$ cat config.mk
export PLATFORM = sky130hd
export DESIGN_NAME = muldiv_sequencer
export DESIGN_NICKNAME = d
export VERILOG_FILES = /design/src/rtl/muldiv_sequencer.sv
export SDC_FILE = /design/constraint.sdc
export NUM_CORES = 1
export LEC_CHECK = 0
export CAP_MARGIN = 5
export CORE_ASPECT_RATIO = 2
export CORE_MARGIN = 4
export CORE_UTILIZATION = 25
export CTS_CLUSTER_DIAMETER = 100
export CTS_CLUSTER_SIZE = 14
export DETAILED_ROUTE_END_ITERATION = 8
export PLACE_DENSITY = 0.44
export SETUP_SLACK_MARGIN = 0.02
export SYNTH_ARGS = -nofsm -noshare
export SYNTH_HDL_FRONTEND = slang
export SYNTH_SLANG_ARGS = --single-unit
$ cat constraint.sdc
create_clock -name clk -period 2.7 [get_ports clk]
set_clock_uncertainty 0.15 [all_clocks]
set_input_delay 0.54 -clock clk [delete_from_list [all_inputs] [get_ports clk]]
set_output_delay 0.54 -clock clk [all_outputs]
set_load 0.005 [all_outputs]
$ cat src/rtl/muldiv_sequencer.sv
// Radix-2 MUL/MULHU/DIVU/REMU sequencer that borrows the shared EX-stage ALU for its add/subtract.
// Latency 33 cycles from accept to done (1 for divide-by-zero); busy_o stalls the pipe, flush aborts.
module muldiv_sequencer #(
  parameter int DATA_WIDTH    = 32,
  parameter int OPCODE_LENGTH = 4,
  parameter int CNT_WIDTH     = $clog2(DATA_WIDTH) + 1
) (
  input  logic                     clk,
  input  logic                     reset,
  input  logic                     start_i,
  input  logic [1:0]               funct_i,
  input  logic [DATA_WIDTH-1:0]    op_a_i,
  input  logic [DATA_WIDTH-1:0]    op_b_i,
  input  logic                     flush_i,
  input  logic [DATA_WIDTH-1:0]    alu_result,
  output logic [OPCODE_LENGTH-1:0] alu_op_o,
  output logic [DATA_WIDTH-1:0]    alu_a_o,
  output logic [DATA_WIDTH-1:0]    alu_b_o,
  output logic                     busy_o,
  output logic                     done_o,
  output logic [DATA_WIDTH-1:0]    result_o
);

  typedef enum logic [1:0] {IDLE, CALC, DONE} state_t;

  localparam logic [OPCODE_LENGTH-1:0] ALU_ADD = OPCODE_LENGTH'(2);
  localparam logic [OPCODE_LENGTH-1:0] ALU_SUB = OPCODE_LENGTH'(1);
  localparam logic [CNT_WIDTH-1:0]     LAST    = CNT_WIDTH'(DATA_WIDTH - 1);

  state_t                state, state_n;
  logic [CNT_WIDTH-1:0]  cnt, cnt_n;
  logic [1:0]            funct_q, funct_n;
  // hi: product high half / remainder; lo: multiplier / quotient; opnd: multiplicand / divisor
  logic [DATA_WIDTH-1:0] hi, hi_n;
  logic [DATA_WIDTH-1:0] lo, lo_n;
  logic [DATA_WIDTH-1:0] opnd, opnd_n;
  logic [DATA_WIDTH-1:0] result_q, result_n;
  logic [DATA_WIDTH-1:0] rs;
  logic                  carry;
  logic                  ge;

  always_ff @(posedge clk) begin
    if (reset) begin
      state <= IDLE;
    end else begin
      state <= state_n;
    end
  end

  always_ff @(posedge clk) begin
    if (reset) begin
      cnt      <= '0;
      funct_q  <= '0;
      hi       <= '0;
      lo       <= '0;
      opnd     <= '0;
      result_q <= '0;
    end else begin
      cnt      <= cnt_n;
      funct_q  <= funct_n;
      hi       <= hi_n;
      lo       <= lo_n;
      opnd     <= opnd_n;
      result_q <= result_n;
    end
  end

  always_comb begin
    state_n  = state;
    cnt_n    = cnt;
    funct_n  = funct_q;
    hi_n     = hi;
    lo_n     = lo;
    opnd_n   = opnd;
    result_n = result_q;
    alu_op_o = '0;
    alu_a_o  = '0;
    alu_b_o  = '0;
    carry    = 1'b0;
    ge       = 1'b0;
    rs       = {hi[DATA_WIDTH-2:0], lo[DATA_WIDTH-1]};

    unique case (state)
      IDLE: begin
        if (start_i) begin
          funct_n = funct_i;
          cnt_n   = '0;
          hi_n    = '0;
          if (funct_i[1]) begin
            lo_n   = op_a_i;
            opnd_n = op_b_i;
            // Divide-by-zero resolves immediately without touching the ALU
            if (op_b_i == '0) begin
              state_n  = DONE;
              result_n = funct_i[0] ? op_a_i : '1;
            end else begin
              state_n = CALC;
            end
          end else begin
            lo_n    = op_b_i;
            opnd_n  = op_a_i;
            state_n = CALC;
          end
        end
      end

      CALC: begin
        cnt_n = cnt + 1'b1;
        if (funct_q[1]) begin
          alu_op_o = ALU_SUB;
          alu_a_o  = rs;
          alu_b_o  = opnd;
          ge       = hi[DATA_WIDTH-1] | (rs >= opnd);
          hi_n     = ge ? alu_result : rs;
          lo_n     = {lo[DATA_WIDTH-2:0], ge};
        end else begin
          alu_op_o = ALU_ADD;
          alu_a_o  = hi;
          alu_b_o  = lo[0] ? opnd : '0;
          carry    = (alu_result < hi);
          hi_n     = {carry, alu_result[DATA_WIDTH-1:1]};
          lo_n     = {alu_result[0], lo[DATA_WIDTH-1:1]};
        end
        if (cnt == LAST) begin
          state_n  = DONE;
          result_n = funct_q[0] ? hi_n : lo_n;
        end
      end

      DONE: begin
        state_n = IDLE;
      end

      default: begin
        state_n = IDLE;
      end
    endcase

    // Flush freezes all datapath state and beats any start in the same cycle
    if (flush_i) begin
      state_n  = IDLE;
      cnt_n    = cnt;
      funct_n  = funct_q;
      hi_n     = hi;
      lo_n     = lo;
      opnd_n   = opnd;
      result_n = result_q;
    end
  end

  assign busy_o   = (state == CALC);
  assign done_o   = (state == DONE);
  assign result_o = result_q;

endmodule

==> results of run 1 <==
## cells by family (layout without fill, tap and decap cells)
logic type               Yosys count  in the layout  synth area share [%]
buffers and inverters            173            546                  6.86
multiplexers                     159            159                  16.3
AND/OR/NAND/NOR                  477            477                  21.9
adder cells (fa/ha/maj)           64             64                  8.16
XOR/XNOR                           3              3                 0.268
AO/OA/AOI/OAI                    260            260                  18.4
flip-flops                       138            138                  28.2
other                              1              2                0.0382
## state kept, by name (all words and copies together) (netlist names)
register  flops
result_o     32
cnt           6
funct_q       2
lo           32
state         2
opnd         32
hi           32
## path summary, 6_finish.rpt
path / from / end / slack, ps
max: opnd[14] / result_o[22] / -370
min: state[1] / state[0] / 320
max reg2reg: opnd[14] / result_o[22] / -370
min reg2reg: state[1] / state[0] / 320
## Yosys cell counts, types with 4 or more instances
master    number  share of area, %
nand2_1      106               4.1
nor4_1         9              0.57
buf_1         17              0.65
o31a_1         9              0.80
mux2i_1      157                16
a22o_1        10              0.89
a32o_1        19               1.9
o21a_1         4              0.31
nand4_1       12              0.77
o21ai_0       19              0.97
o211ai_1       5              0.38
o22ai_1        8              0.51
nor2_1       185               7.1
a31oi_1       23               1.5
nand3_1       32               1.6
a21o_1         9              0.69
clkbuf_1      81               3.1
ha_1          64               8.2
a211oi_1      55               4.2
a21oi_1       70               3.6
inv_1         68               2.6
o221ai_1      19               1.7
dfxtp_1      138                28
buf_4          4              0.31
or2_2         20               1.3
nor3_1        66               3.4
nor2b_1       32               2.0
## power breakdown
part	internal (mW)	leakage, nW	switching [mW]
clock network	1.40	0.274	0.987
logic	0.939	4.80	0.951
registers	2.13	1.13	0.0703
## critical path: cells and delay by family, from the launching register on
family,cells,cell delay (ps)
and+or+nand+nor,4,1170
buffers and inverters,4,470
AOI/OAI and AO/OA,3,400
DFF,1,350
adders and majority gates,1,250
muxes,1,190
## through the flow
step / util (%) / area (µm²) / std cells / TNS [ps]
2_1_floorplan: - / 9890 / 1276 / -1450
3_3_place_gp: 35.9 / 13900 / 2105 / -47620
3_5_place_dp: 35.9 / 13900 / 2105 / -48680
4_1_cts: 39.2 / 15200 / 2158 / -15170
5_1_grt: 40.3 / 15600 / 2169 / -23640
6_report: 40.3 / 15600 / 2169 / -16880
## area by class of cell
| cell class | count | share of cell area (%) |
|---|---|---|
| clock buffers | 24 | 3.02 |
| clock inverters | 8 | 0.608 |
| inverters | 69 | 1.67 |
| multi-input cells | 965 | 46.0 |
| flip-flops and latches | 138 | 17.8 |
| well taps | 520 | 4.16 |
| repair buffers | 445 | 26.7 |
## layer usage
metal,global-route usage (%),up-vias
li1,-,5275
met5,0,-
met2,38.6,262
met1,23.5,5136
met3,2.65,66
met4,7.79,0
## what timing repair did
action | in CTS | in global routing
gates resized for setup | 152 | 70
cloned | 5 | 0
pin swaps | 61 | 28
setup endpoints to repair | 130 | 90
setup buffers | 17 | 14
==> impl_metrics.toml, run 1 <==
[critical_path]
slowest_stage = "or4_4"
critPathRequiredTime_ps = 2920
ff2ff_path_depth = 13
arrival_ps = 3290
cp_cell_sequence = "inv_4 > ha_4 > nand4_1 > or3_1 > or4_4 > a31oi_4 > a31oi_4 > buf_12 > buf_4 > buf_6 > mux2i_1 > a31oi_1 > nor3_1"
criticalPathCategory = "register to register"
slowest_delay_ps = 440
path_max_fanout = 7
endpoint_kind = "register"
start_kind = "register"
critPathMostFrequentCell = "a31oi_4"

[sta]
layout_setup_ws_ps = -369
finalMaxSlewViolations = 0
max_slew.worst_pin.slew_ps = 1190
setup_viol = 65
hold_viol_final = 0
max_freq_mhz = 326
maxSlewHeadroom_pct = 20.5
finalCriticalPeriod_ps = 3070
whs_ps = 324
finalCritPeriodShare_pct = 114
rsz0062_at_grt = "true"

[die]
dieArea_mm2 = 0.0427
core_area_mm2 = 0.0388
row_count = 102
boundaryPins = 204
die_w_um = 148
die_height_um = 288
start_util_pct = 25.3

[clock_network]
cts-htree-levels = 4
cts_tree = "done"
cts_buffers = 17
clkTransAtPathRegs_ps = 60
cts_root_buf = "clkbuf_16"
cts_sinks = 138
clk-insertion-delay-late_ps = 450
cts_hold_buf = 0
clockBufferDepth = 2

[cells_and_area]
diodes = 0
layout.nets = 1802
area_growth_pct = 59.5
ff_latch_area_mm2 = 0.00278
drive_above_1_share_pct = 26.1
fillers = 4062
final_common_cell = "buf_4"
multi_input_area_mm2 = 0.00720
final_cell_mix = "211 x buf_4, 176 x nor2_1, 151 x clkdlybuf4s50_1, 130 x mux2i_1, 125 x dfxtp_1"

[yosys]
synthArstFlopShare_pct = 0
synth_edf_count = 0
synth.avg_cell_area_um2 = 7.69
syn_inst = 1275
synth.yosys.seq_area_share_pct = 28.2
ys_seq_elements = 138
ys_warn_count = 0
ys_types = 51
synth_area_mm2 = 0.00981
synth_top_flop_cell = "dfxtp_1"

[routing]
detail-route-antenna-nets = 0
drtIter0Drc = 550
top_layer_used = "met4"
wl_per_cell_um = 20.6
drc_errors = 0
routed_wl_um = 44800
wl_met2_um = 24100
wl_met1_um = 17500
detail_route.first_pass.iterations = 5
wl_met3_um = 1500
via_count = 10700
viasPerCell = 4.95

[grt]
grt_pass1_vias = 11000
grt_overflow = 0
grt_max_degree = 71
grt_usage_pct = 20.6
grt_pass1_wl_um = 66700
antenna_found_initial = 0

[outcome]
failed_checks = "setup timing"
status = "finished with violations"

[pwr]
power_density_mw_per_mm2 = 414
design_power_total_mw = 6.48
power_leakage_nw = 6.21
peakVddDrop_uv = 473

[placed_design]
place.gp.congestion = 0.907
post-place-ws_ps = -1130
hpwl_um = 33000
io_buffers = 201

[hold_path]
whs_path_depth = 1
hp-class = "register to register"

[job]
cap_violations = 0
No activity file was read; power rests on OpenSTA's default activity.
==> run 2, diff against run 1 <==
--- a/config.mk
+++ b/config.mk
@@ -13,6 +13,7 @@
 export CTS_CLUSTER_SIZE = 14
 export DETAILED_ROUTE_END_ITERATION = 8
 export PLACE_DENSITY = 0.44
+export REMOVE_ABC_BUFFERS = 1
 export SETUP_SLACK_MARGIN = 0.02
 export SYNTH_ARGS = -nofsm -noshare
 export SYNTH_HDL_FRONTEND = slang
==> run 2 against run 1 <==
Effect of this change:
- via count up 0.29%
- non-clock buffer count down 28
- flip-flop and latch count unchanged
- design area down 3.0%
- maximum frequency down 7.3%
- the run still ends with setup timing left
- highest routed layer unchanged
- first-iteration DRC count up 0.36%
- register-to-register slack worse by 240 ps
- largest cell class unchanged
- count of clock-buffer cells in the layout up 1
- sequential share of layout area up 0.46 points
- global-route usage up 0.87 points
- clock power up 5%
==> impl_metrics.toml, run 2 (synthesis results as in run 1) <==
[cells_and_area]
final_cell_mix = "191 x buf_4, 182 x nor2_1, 172 x clkdlybuf4s50_1, 136 x mux2i_1, 133 x dfxtp_1"
final_cells = 2141
multi_input_area_mm2 = 0.00693
area_growth_pct = 54.7
layout.nets = 1775
final_util_pct = 39.1
ff_latch_area_mm2 = 0.00277
final_common_cell = "buf_4"
drive_above_1_share_pct = 22.1
fillers = 4148

[routing]
detail_route.first_pass.iterations = 4
drtIter0Drc = 552
viasPerCell = 5.03
wl_per_cell_um = 22.1
routed_wl_um = 47200
via_count = 10800
drc_errors = 0
detail-route-antenna-nets = 0

[critical_path]
arrival_ps = 3530
criticalPathCategory = "register to register"
critPathRequiredTime_ps = 2920
path_max_fanout = 7
start_kind = "register"
endpoint_kind = "register"

[grt]
grt_overflow = 0
grt_pass1_wl_um = 68400
grt_max_degree = 88
antenna_found_initial = 1
grt_usage_pct = 21.5
grt_pass1_vias = 11100

[die]
die_w_um = 148
dieArea_mm2 = 0.0427
boundaryPins = 204
die_height_um = 288
row_count = 102
start_util_pct = 25.3
core_area_mm2 = 0.0388

[sta]
finalCriticalPeriod_ps = 3310
maxSlewHeadroom_pct = 48.8
finalCritPeriodShare_pct = 123
finalMaxSlewViolations = 0
whs_ps = 329
max_slew.worst_pin.slew_ps = 767
layout_setup_ws_ps = -610
max_freq_mhz = 302
rsz0062_at_grt = "true"
setup_viol = 65
hold_viol_final = 0

[pwr]
power_density_mw_per_mm2 = 427
peakVddDrop_uv = 488
power_leakage_nw = 6.27

[clock_network]
clk-insertion-delay-late_ps = 460
cts_buffers = 17
cts_root_buf = "clkbuf_16"
clockBufferDepth = 2
cts-htree-levels = 4
clkTransAtPathRegs_ps = 60
cts_sinks = 138
cts_tree = "done"
cts_hold_buf = 0

[outcome]
failed_checks = "setup timing"
status = "finished with violations"

[job]
cap_violations = 0

[placed_design]
hpwl_um = 34500
dp.cells = 2087
place.gp.congestion = 0.811
io_buffers = 201

[hold_path]
hp-class = "register to register"
## run 2: cell count changes in the layout (fill, tap and decap cells not counted), moves of 8 or more
cell,before,now
clkdlybuf4s50_1,151,172
nor3_1,44,52
mux2i_4,21,12
dlygate4sd2_1,44,3
dfxtp_1,125,133
dlymetal6s2s_1,2,24
buf_4,211,191
## run 2: cell type report
| type | instances | share of cell area, % |
|---|---|---|
| multi-input cells | 966 | 45.6 |
| inverters | 69 | 1.74 |
| diodes | 1 | 0.0165 |
| repair buffers | 417 | 26.1 |
| well taps | 520 | 4.29 |
| clock buffers | 25 | 3.60 |
| clock inverters | 5 | 0.363 |
| flip-flops and latches | 138 | 18.3 |
## run 2: path summary, 6_finish.rpt
check | cells past startpoint | slack, ps | start | end
worst max-delay path | 12 | -610 | opnd[13] | result_o[6]
worst min-delay path | 2 | 330 | lo[3] | lo[3]
worst min register to register | 2 | 330 | lo[3] | lo[3]
worst max register to register | 12 | -610 | opnd[13] | result_o[6]
## run 2: power breakdown
group          internal [mW]  switching (mW)  total [mW]
Clock                   1.48            1.02        2.50
Combinational          0.838           0.934        1.77
Sequential              2.13          0.0748        2.20
## run 2: layer usage
layer,track usage (%),vias to the layer above,part of all wire (%)
met2,42.8,258,57
met4,8.18,0,2.8
li1,-,5225,-
met3,2.73,52,3.3
met1,22.3,5235,37
met5,0,-,0
## run 2: what timing repair did
| item | 4_1_cts | 5_1_grt |
|---|---|---|
| buffers inserted | 13 | 7 |
| endpoints found under the setup margin | 127 | 104 |
| pin swaps | 61 | 15 |
| cloned | 2 | 1 |
| gates resized for setup | 71 | 62 |
## run 2: critical path, stage by stage (launching register included)
cell and delay (ps):
dfxtp_2 330, inv_2 60, ha_4 260, nand4_1 180
buf_4 190, or3_4 390, or4_4 480, a31oi_4 240
a31oi_4 140, buf_4 260, mux2i_1 210, a31oi_1 130
nor3_1 190
## run 2: through the flow
| stage | power (mW) | setup WS, ps | instance area (µm²) | TNS (ps) |
|---|---|---|---|---|
| floorplan | 2.95 | -4120 | 9400 | -515310 |
| global placement | 3.81 | -1340 | 13700 | -78600 |
| detailed placement | 3.82 | -1400 | 13700 | -78970 |
| CTS | 6.47 | -624 | 14800 | -34170 |
| global route | 6.73 | -678 | 15200 | -37270 |
| finish | 6.47 | -610 | 15200 | -33230 |
==> run 3, diff against run 2 <==
--- a/config.mk
+++ b/config.mk
@@ -7,7 +7,6 @@
 export LEC_CHECK = 0
 export CAP_MARGIN = 5
 export CORE_ASPECT_RATIO = 2
-export CORE_MARGIN = 4
 export CORE_UTILIZATION = 25
 export CTS_CLUSTER_DIAMETER = 100
 export CTS_CLUSTER_SIZE = 14
==> run 3 against run 2 <==
Effect of this change:
- the flow still finishes with violations (setup timing)
- critical path depth is 1 higher
- worst setup slack better by 140 ps
- clock power hardly changed
- via count is 1.3% higher
- largest power group unchanged
- flip-flop and latch count stayed put
==> impl_metrics.toml, run 3 (synthesis results as in run 1) <==
[placed_design]
hpwl_um = 34200
post-place-ws_ps = -1300
place.gp.congestion = 0.835
dp.cells = 2085
io_buffers = 201

[clock_network]
cts_hold_buf = 0
cts_tree = "done"
clkTransAtPathRegs_ps = 60
clockBufferDepth = 2
clk-insertion-delay-late_ps = 450
cts_sinks = 138
cts_buffers = 17
cts-htree-levels = 4
cts_root_buf = "clkbuf_16"

[grt]
grt_max_degree = 107
grt_pass1_vias = 11200
grt_pass1_wl_um = 69500
grt_usage_pct = 23.8
grt_overflow = 0
antenna_found_initial = 2

[die]
die_height_um = 282
die_w_um = 142
core_area_mm2 = 0.0387
start_util_pct = 25.4
row_count = 102
boundaryPins = 204
dieArea_mm2 = 0.0401

[sta]
hold_viol_final = 0
max_slew.worst_pin.slew_ps = 799
maxSlewHeadroom_pct = 46.7
rsz0062_at_grt = "true"
max_freq_mhz = 316
setup_viol = 65
finalCriticalPeriod_ps = 3170
layout_setup_ws_ps = -469
finalCritPeriodShare_pct = 117
tns_ps = -24210
finalMaxSlewViolations = 0

[critical_path]
criticalPathCategory = "register to register"
critPathRequiredTime_ps = 2890
arrival_ps = 3360
ff2ff_path_depth = 13
path_max_fanout = 6
critPathMostFrequentCell = "buf_6"
crit_path_end = "hi[22]"
critical_path.startpoint = "opnd[14]"
start_kind = "register"
r2r_end = "hi[22]"
rrSetupSlack_ps = -470
slowest_stage = "or4_4"
slowest_delay_ps = 480
endpoint_kind = "register"
r2r_start = "opnd[14]"
cp_cell_sequence = "inv_2 > ha_4 > nand4_1 > buf_6 > or3_4 > or4_4 > a31oi_4 > buf_6 > a31oi_4 > buf_12 > buf_6 > mux2i_4 > a32o_2"

[routing]
drtIter0Drc = 474
via_count = 10900
wl_per_cell_um = 22.2
viasPerCell = 5.07
drc_errors = 0
routed_wl_um = 47800
detail_route.first_pass.iterations = 5
detail-route-antenna-nets = 0

[outcome]
status = "finished with violations"
failed_checks = "setup timing"

[hold_path]
hp-class = "register to register"

[cells_and_area]
layout.nets = 1785
final_cell_mix = "184 x buf_4, 183 x nor2_1, 151 x clkdlybuf4s50_1, 130 x dfxtp_1, 122 x mux2i_1"
area_growth_pct = 58.4
drive_above_1_share_pct = 23.3
final_common_cell = "buf_4"
fillers = 3989
final_cells = 2153

[pwr]
design_power_total_mw = 6.64
power_density_mw_per_mm2 = 428
peakVddDrop_uv = 504
power_leakage_nw = 6.33

[job]
cap_violations = 0
-- run 3: cell types whose count changed in the layout (fill, tap and decap cells not counted), moves of 5 or more --
cell	delta
buf_4	-7
mux2i_2	+13
bufbuf_16	+5
mux2i_1	-14
dlygate4sd2_1	+31
buf_12	+8
dlymetal6s2s_1	-11
nor3_1	+5
nor3_2	-5
clkdlybuf4s50_1	-21
-- run 3: critical path, delay by kind of cell (launching register included) --
kind / cells / cell delay (ps)
AND/OR/NAND/NOR: 3 / 960
AO/OA/AOI/OAI: 3 / 560
buffers and inverters: 5 / 630
adder cells (fa/ha/maj): 1 / 260
flip-flops: 1 / 330
multiplexers: 1 / 170
-- run 3: layer usage --
metal / vias up / track usage (%) / part of all wire [%]
met2: 337 / 46.6 / 55
met1: 5206 / 23.9 / 36
met5: - / 0 / 0
met3: 114 / 2.35 / 3.3
met4: 0 / 14.1 / 5.7
li1: 5257 / - / -
-- run 3: through the flow --
step / instance area (µm²) / hold slack, ps / util [%]
final: 15500 / 326 / 40.2
after global routing: 15500 / 347 / 40.2
after floorplan: 9400 / 292 / -
after CTS: 15200 / 331 / 39.2
after global placement: 13800 / 314 / 35.6
after detailed placement: 13800 / 319 / 35.6
-- run 3: repair_timing --
item | CTS | global route
gates cloned | 10 | 2
setup endpoints to repair | 114 | 77
pin swaps | 57 | 41
hold endpoints to repair | 0 | 0
buffers inserted | 18 | 6
resized for setup | 126 | 58
-- run 3: layout make-up --
cell class | instances | area, µm² | area share (%)
clock inverters | 8 | 115 | 0.741
inverters | 69 | 259 | 1.67
well taps | 520 | 651 | 4.19
flip-flops and latches | 138 | 2780 | 17.9
clock buffers | 24 | 492 | 3.16
repair buffers | 425 | 4230 | 27.2
multi-input cells | 968 | 7010 | 45.1
diodes | 1 | 2.50 | 0.0161
-- run 3: worst min-delay path by stage --
stage	endpoint	slack [ps]	cells past startpoint	from
finish	lo[2]	330	2	lo[2]
detailed placement	lo[20]	320	2	lo[20]
global route	state[0]	350	1	state[1]
global placement	lo[4]	310	2	lo[4]
floorplan	lo[10]	290	2	lo[10]
CTS	lo[3]	330	2	lo[3]
-- run 3: power breakdown --
part / internal [mW] / switching (mW)
registers: 2.13 / 0.0731
clock network: 1.54 / 0.985
logic: 0.925 / 0.987
total: 4.60 / 2.04
